File: config.mk
export PLATFORM = sky130hd
export DESIGN_NAME = apb_multi_master
export DESIGN_NICKNAME = d
export VERILOG_FILES = /design/src/rtl/apb_multi_master.sv
export SDC_FILE = /design/constraint.sdc
export NUM_CORES = 1
export LEC_CHECK = 0
export BUFFER_PORTS_ARGS = -buffer_cell sky130_fd_sc_hd__buf_2
export CAP_MARGIN = 0
export CORE_AREA = 2 2 127 129
export DETAILED_ROUTE_END_ITERATION = 10
export DIE_AREA = 0 0 129 131
export HOLD_SLACK_MARGIN = 0.12
export PLACE_DENSITY = 0.71
export SKIP_LAST_GASP = 1
export SLEW_MARGIN = 20
export SYNTH_ARGS = -nofsm -noshare
export SYNTH_HDL_FRONTEND = slang
export SYNTH_SLANG_ARGS = --single-unit
File: constraint.sdc
create_clock -name PCLK -period 1.7 [get_ports PCLK]
set_input_delay 0 -clock PCLK [delete_from_list [all_inputs] [get_ports PCLK]]
set_output_delay 0 -clock PCLK [all_outputs]
set_load 0.01 [all_outputs]
File: src/rtl/apb_multi_master.sv
// APB4 requester: accepts one command at a time on a valid/ready channel,
// runs it as a SETUP/ACCESS transfer to the decoded slave, and returns read
// data plus a 2-bit status on a valid/ready response channel.
module apb_multi_master #(
  parameter int ADDR_WIDTH    = 32,
  parameter int DATA_WIDTH    = 32,
  parameter int SLV_COUNT     = 4,
  parameter int SLV_ADDR_BITS = 12,
  parameter int TIMEOUT       = 255
) (
  input  logic                            PCLK,
  input  logic                            PRESETn,
  input  logic                            cmd_valid,
  output logic                            cmd_ready,
  input  logic                            cmd_write,
  input  logic [ADDR_WIDTH-1:0]           cmd_addr,
  input  logic [DATA_WIDTH-1:0]           cmd_wdata,
  input  logic [DATA_WIDTH/8-1:0]         cmd_strb,
  input  logic [2:0]                      cmd_prot,
  output logic                            rsp_valid,
  input  logic                            rsp_ready,
  output logic [DATA_WIDTH-1:0]           rsp_rdata,
  output logic [1:0]                      rsp_err,
  output logic [ADDR_WIDTH-1:0]           PADDR,
  output logic [SLV_COUNT-1:0]            PSEL,
  output logic                            PENABLE,
  output logic                            PWRITE,
  output logic [DATA_WIDTH-1:0]           PWDATA,
  output logic [DATA_WIDTH/8-1:0]         PSTRB,
  output logic [2:0]                      PPROT,
  input  logic [SLV_COUNT-1:0]            PREADY,
  input  logic [SLV_COUNT-1:0]            PSLVERR,
  input  logic [SLV_COUNT*DATA_WIDTH-1:0] PRDATA
);

  localparam int STRB_W = DATA_WIDTH / 8;
  localparam int IDX_W  = (SLV_COUNT > 1) ? $clog2(SLV_COUNT) : 1;
  localparam int CNT_W  = (TIMEOUT > 1) ? $clog2(TIMEOUT) : 1;
  // Counter value seen during the last permitted ACCESS cycle.
  localparam logic [CNT_W-1:0] TO_LAST = CNT_W'((TIMEOUT > 0) ? TIMEOUT - 1 : 0);

  localparam logic [1:0] ERR_OK      = 2'b00;
  localparam logic [1:0] ERR_SLV     = 2'b01;
  localparam logic [1:0] ERR_DECODE  = 2'b10;
  localparam logic [1:0] ERR_TIMEOUT = 2'b11;

  typedef enum logic [1:0] {IDLE, SETUP, ACCESS, RESP} state_t;

  state_t                  r_state, w_next;
  logic                    r_cmd_ready;
  logic                    r_rsp_valid;
  logic [DATA_WIDTH-1:0]   r_rsp_rdata;
  logic [1:0]              r_rsp_err;
  logic [ADDR_WIDTH-1:0]   r_paddr;
  logic [SLV_COUNT-1:0]    r_psel;
  logic                    r_penable;
  logic                    r_pwrite;
  logic [DATA_WIDTH-1:0]   r_pwdata;
  logic [STRB_W-1:0]       r_pstrb;
  logic [2:0]              r_pprot;
  logic [CNT_W-1:0]        r_cnt;

  logic                    w_accept;
  logic [IDX_W-1:0]        w_idx;
  logic                    w_dec_ok;
  logic [SLV_COUNT-1:0]    w_sel_onehot;
  logic                    w_ready;
  logic                    w_slverr;
  logic                    w_timeout;
  logic [DATA_WIDTH-1:0]   w_prdata;

  assign w_accept     = cmd_valid & r_cmd_ready;
  assign w_idx        = cmd_addr[SLV_ADDR_BITS +: IDX_W];
  // A single slave owns the whole map, so no index bits are decoded.
  assign w_dec_ok     = (SLV_COUNT == 1) ? 1'b1
                      : ({1'b0, w_idx} < (IDX_W + 1)'(SLV_COUNT));
  assign w_sel_onehot = (SLV_COUNT == 1) ? SLV_COUNT'(1) : (SLV_COUNT'(1) << w_idx);

  // Masking with the one-hot select ignores every unselected slave.
  assign w_ready   = |(PREADY & r_psel);
  assign w_slverr  = |(PSLVERR & r_psel);
  assign w_timeout = (TIMEOUT != 0) && (r_cnt == TO_LAST);

  // Read-data mux driven by the registered one-hot select.
  always_comb begin
    // NOTE: every always_comb output gets a default first so no path infers a latch.
    w_prdata = '0;
    for (int i = 0; i < SLV_COUNT; i++) begin
      if (r_psel[i]) w_prdata = w_prdata | PRDATA[i*DATA_WIDTH +: DATA_WIDTH];
    end
  end

  // State register.
  always_ff @(posedge PCLK or negedge PRESETn) begin
    // NOTE: sequential state uses non-blocking assignments so all flops update together.
    if (!PRESETn) r_state <= IDLE;
    else          r_state <= w_next;
  end

  // Next-state logic.
  always_comb begin
    w_next = r_state;
    unique case (r_state)
      IDLE:   if (w_accept) w_next = w_dec_ok ? SETUP : RESP;
      SETUP:  w_next = ACCESS;
      ACCESS: if (w_ready || w_timeout) w_next = RESP;
      RESP:   if (rsp_ready) w_next = IDLE;
      default: w_next = IDLE;
    endcase
  end

  // Registered outputs: APB drive, handshakes, response capture, timeout counter.
  always_ff @(posedge PCLK or negedge PRESETn) begin
    if (!PRESETn) begin
      r_cmd_ready <= 1'b0;
      r_rsp_valid <= 1'b0;
      r_rsp_rdata <= '0;
      r_rsp_err   <= ERR_OK;
      r_paddr     <= '0;
      r_psel      <= '0;
      r_penable   <= 1'b0;
      r_pwrite    <= 1'b0;
      r_pwdata    <= '0;
      r_pstrb     <= '0;
      r_pprot     <= '0;
      r_cnt       <= '0;
    end else begin
      r_cmd_ready <= (w_next == IDLE);
      r_rsp_valid <= (w_next == RESP);
      unique case (r_state)
        IDLE: begin
          if (w_accept) begin
            if (w_dec_ok) begin
              // APB fields load only when a real transfer starts, so a decode
              // error leaves the bus showing the previous transfer.
              r_paddr  <= cmd_addr;
              r_psel   <= w_sel_onehot;
              r_pwrite <= cmd_write;
              r_pwdata <= cmd_wdata;
              r_pstrb  <= cmd_write ? cmd_strb : '0;
              r_pprot  <= cmd_prot;
            end else begin
              r_rsp_rdata <= '0;
              r_rsp_err   <= ERR_DECODE;
            end
          end
        end
        SETUP: r_penable <= 1'b1;
        ACCESS: begin
          if (w_ready) begin
            r_psel      <= '0;
            r_penable   <= 1'b0;
            r_cnt       <= '0;
            r_rsp_rdata <= r_pwrite ? '0 : w_prdata;
            r_rsp_err   <= w_slverr ? ERR_SLV : ERR_OK;
          end else if (w_timeout) begin
            r_psel      <= '0;
            r_penable   <= 1'b0;
            r_cnt       <= '0;
            r_rsp_rdata <= '0;
            r_rsp_err   <= ERR_TIMEOUT;
          end else begin
            r_cnt <= r_cnt + 1'b1;
          end
        end
        RESP: ;
        default: ;
      endcase
    end
  end

  assign cmd_ready = r_cmd_ready;
  assign rsp_valid = r_rsp_valid;
  assign rsp_rdata = r_rsp_rdata;
  assign rsp_err   = r_rsp_err;
  assign PADDR     = r_paddr;
  assign PSEL      = r_psel;
  assign PENABLE   = r_penable;
  assign PWRITE    = r_pwrite;
  assign PWDATA    = r_pwdata;
  assign PSTRB     = r_pstrb;
  assign PPROT     = r_pprot;

endmodule
==> results.json <==
{
  "clkSlewWorstSetupHoldPaths_ns": 0.06,
  "syn-num-nets": 797,
  "synth.yosys.seq_area_share_pct": 53.2,
  "cts_buffers": 17,
  "start_kind": "flip-flop",
  "path_class": "reg -> reg",
  "firstDrtPassIters": 8,
  "yosysTopAreaCellShare_pct": 53.2,
  "min_period_ns": 1.64,
  "synthToLayoutAreaGrowth_pct": 76.7,
  "cp_max_fo": 35,
  "drc": 0,
  "yosysWarnings": 0,
  "vias_per_cell": 5.26,
  "grt_pass1_wl_um": 36300,
  "vias": 6955,
  "yosysUniqueCellTypes": 44,
  "htreeDepth": 4,
  "setup_viol": 0,
  "cts_buffer_depth": 2,
  "min_path_type": "in -> reg",
  "slew_headroom_pct": 53.6,
  "finalCoreUtilization_pct": 65.5,
  "drive_gt1_share_pct": 39.0,
  "synthTopCellsByArea": "dfrtp_1 53%, nand2_1 14%, a221oi_1 4.8%, a22o_1 4.8%, nor4_2 4.3%",
  "synth_edf_count": 0,
  "synth_ff_type": "dfrtp_1",
  "avgSynthCellArea_um2": 9.93,
  "status": "completed",
  "gp_congestion": 0.795,
  "ant_nets": 0,
  "hold_ws_ns": 0.146,
  "synth_seq_cells": 123,
  "layout_common_cells": "323 x buf_2, 220 x nand2_1, 184 x dlygate4sd3_1",
  "tightest_slew_ns": 0.694,
  "final_cells": 1322,
  "crit_end": "rsp_rdata[11]$_DFFE_PN0P_",
  "fp.dieH_um": 131,
  "io_buffers": 324,
  "n_antenna_cell": 0,
  "initial_utilization_pct": 37.1,
  "clkLatencyLatePin_ns": 0.42,
  "cts_tree": "done",
  "drtIter0Drc": 481,
  "fp.dieW_um": 129,
  "power.total_mw": 7.40,
  "leakage_nw": 5.70,
  "worst_setup_path_end_kind": "flip-flop",
  "met3_usage_pct": 9.32,
  "syn_area_mm2": 0.00579,
  "grt_overflow": 0,
  "ir_drop_v": 0.000672,
  "grt_pass1_vias": 6993,
  "drt-wirelength-per-cell_um": 18.7,
  "ys_async_sr_fraction_pct": 100,
  "power_density_mw_per_mm2": 723,
  "rsz0062_at_grt": "no",
  "r2r_end": "rsp_rdata[11]$_DFFE_PN0P_",
  "antenna_found_initial": 1,
  "final_nets": 1307,
  "wl_um": 24700,
  "yosysTopAreaCell": "dfrtp_1",
  "fin_worst_skew_ns": 0.00999,
  "met1_usage_pct": 31.3,
  "cp.required_ns": 1.99,
  "hold_viol": 0,
  "core-area_mm2": 0.0156,
  "ioPinCount": 325,
  "cts.sinks": 123,
  "reg2regPathDepth": 5,
  "cts_root_buf": "clkbuf_16",
  "critPathLaunch": "PSEL[0]$_DFFE_PN0P_",
  "grt_max_degree": 59,
  "dpl_worst_slack_ns": -0.179,
  "grt.total_usage_pct": 27.9,
  "std_cell_rows": 46,
  "r2r-start": "PSEL[0]$_DFFE_PN0P_",
  "finalCritPeriodShare_pct": 96.2,
  "rrSetupSlack_ns": 0.06,
  "grt_util_met2_pct": 47.9,
  "timing.final.ws_setup_ns": 0.0645,
  "fill_cells": 1168,
  "arrival_ns": 1.93,
  "max_freq_ghz": 0.611,
  "synthCells": 583,
  "timing_max_transition_violations_final": 0,
  "placedCellCount": 1105,
  "grt_busiest_layer": "met2",
  "die_area_mm2": 0.0169,
  "final_common_cell": "buf_2",
  "drv_cap": 0,
  "detailed_place_hpwl_um": 13600
}
sequential cells by signal, indices dropped and copies added, names as in the netlist, 2 cells and up:
name,cells
PADDR,32
PPROT,3
PSEL,4
PSTRB,4
PWDATA,32
r_cnt,8
r_state,2
rsp_err,2
rsp_rdata,32
routing by layer:
metal,up-vias,share of wire (%)
met2,478,49
met1,3299,36
li1,3085,-
met4,2,4.1
met5,-,0.045
met3,91,10
logic make-up after synthesis:
group	after synthesis	share of synthesized area (%)
flops	123	53.2
xor+xnor	1	0.151
fa+ha+maj	2	0.432
compound gates	121	18.1
simple gates	285	23.4
buf+inv	51	4.76
area by class of cell:
class                   instances  area (µm²)  area share [%]
repair buffers                538        3770            36.8
clock inverters                14         185            1.81
clock buffers                  18         429            4.20
multi-input cells             410        2480            24.3
flip-flops and latches        123        3080            30.1
inverters                       3        11.3           0.110
well taps                     216         270            2.64
cell usage after synthesis (all sizes together) (3+ instances only):
library cell / instances
dfrtp: 123
a221oi: 32
a22oi: 4
nor2: 7
o21ai: 4
a22o: 32
clkbuf: 14
nand4: 4
buf: 34
inv: 3
a21oi: 3
nand2b: 3
nor3: 3
nand2: 221
o31ai: 3
nor4: 32
nand3: 9
a21o: 32
how the worst min path moves through the flow:
stage / start / slack, ns / endpoint / cells after the start
2_1_floorplan: PRESETn / -0.30 / PADDR[0]$_DFFE_PN0P_ / 0
3_3_place_gp: PRESETn / -0.11 / PADDR[28]$_DFFE_PN0P_ / 1
3_5_place_dp: PRESETn / -0.11 / PADDR[28]$_DFFE_PN0P_ / 1
4_1_cts: PRDATA[31] / 0.12 / rsp_rdata[31]$_DFFE_PN0P_ / 5
5_1_grt: PRDATA[31] / 0.13 / rsp_rdata[31]$_DFFE_PN0P_ / 5
6_report: PRDATA[31] / 0.15 / rsp_rdata[31]$_DFFE_PN0P_ / 5
power by group:
part           internal (mW)  switching (mW)  total, mW
Sequential              2.93               0       2.93
Clock                   2.34            1.43       3.77
Combinational          0.460           0.240      0.700
Total                   5.73            1.67       7.40
worst max-delay path, stage by stage (launching register included):
cell and delay (ns):
dfrtp_1 0.41, buf_4 0.27, a22o_1 0.26, a221oi_1 0.30, nor4_2 0.09, a21o_1 0.18
timing repair:
item                       4_1_cts  5_1_grt
resized for setup                1        4
hold endpoints to repair       236        0
hold buffers                   184        0
setup buffers                    0        0
gates cloned                     1        0
pin swaps                        1        1
setup endpoints to repair       34        5
stage by stage:
step,TNS [ns],area (µm²)
after floorplan,0,5790
after global placement,-1.42,7730
after detailed placement,-3.35,7730
after CTS,0,10200
after global routing,0,10200
final,0,10200
Note: power is estimated with default switching activity, not from simulation.
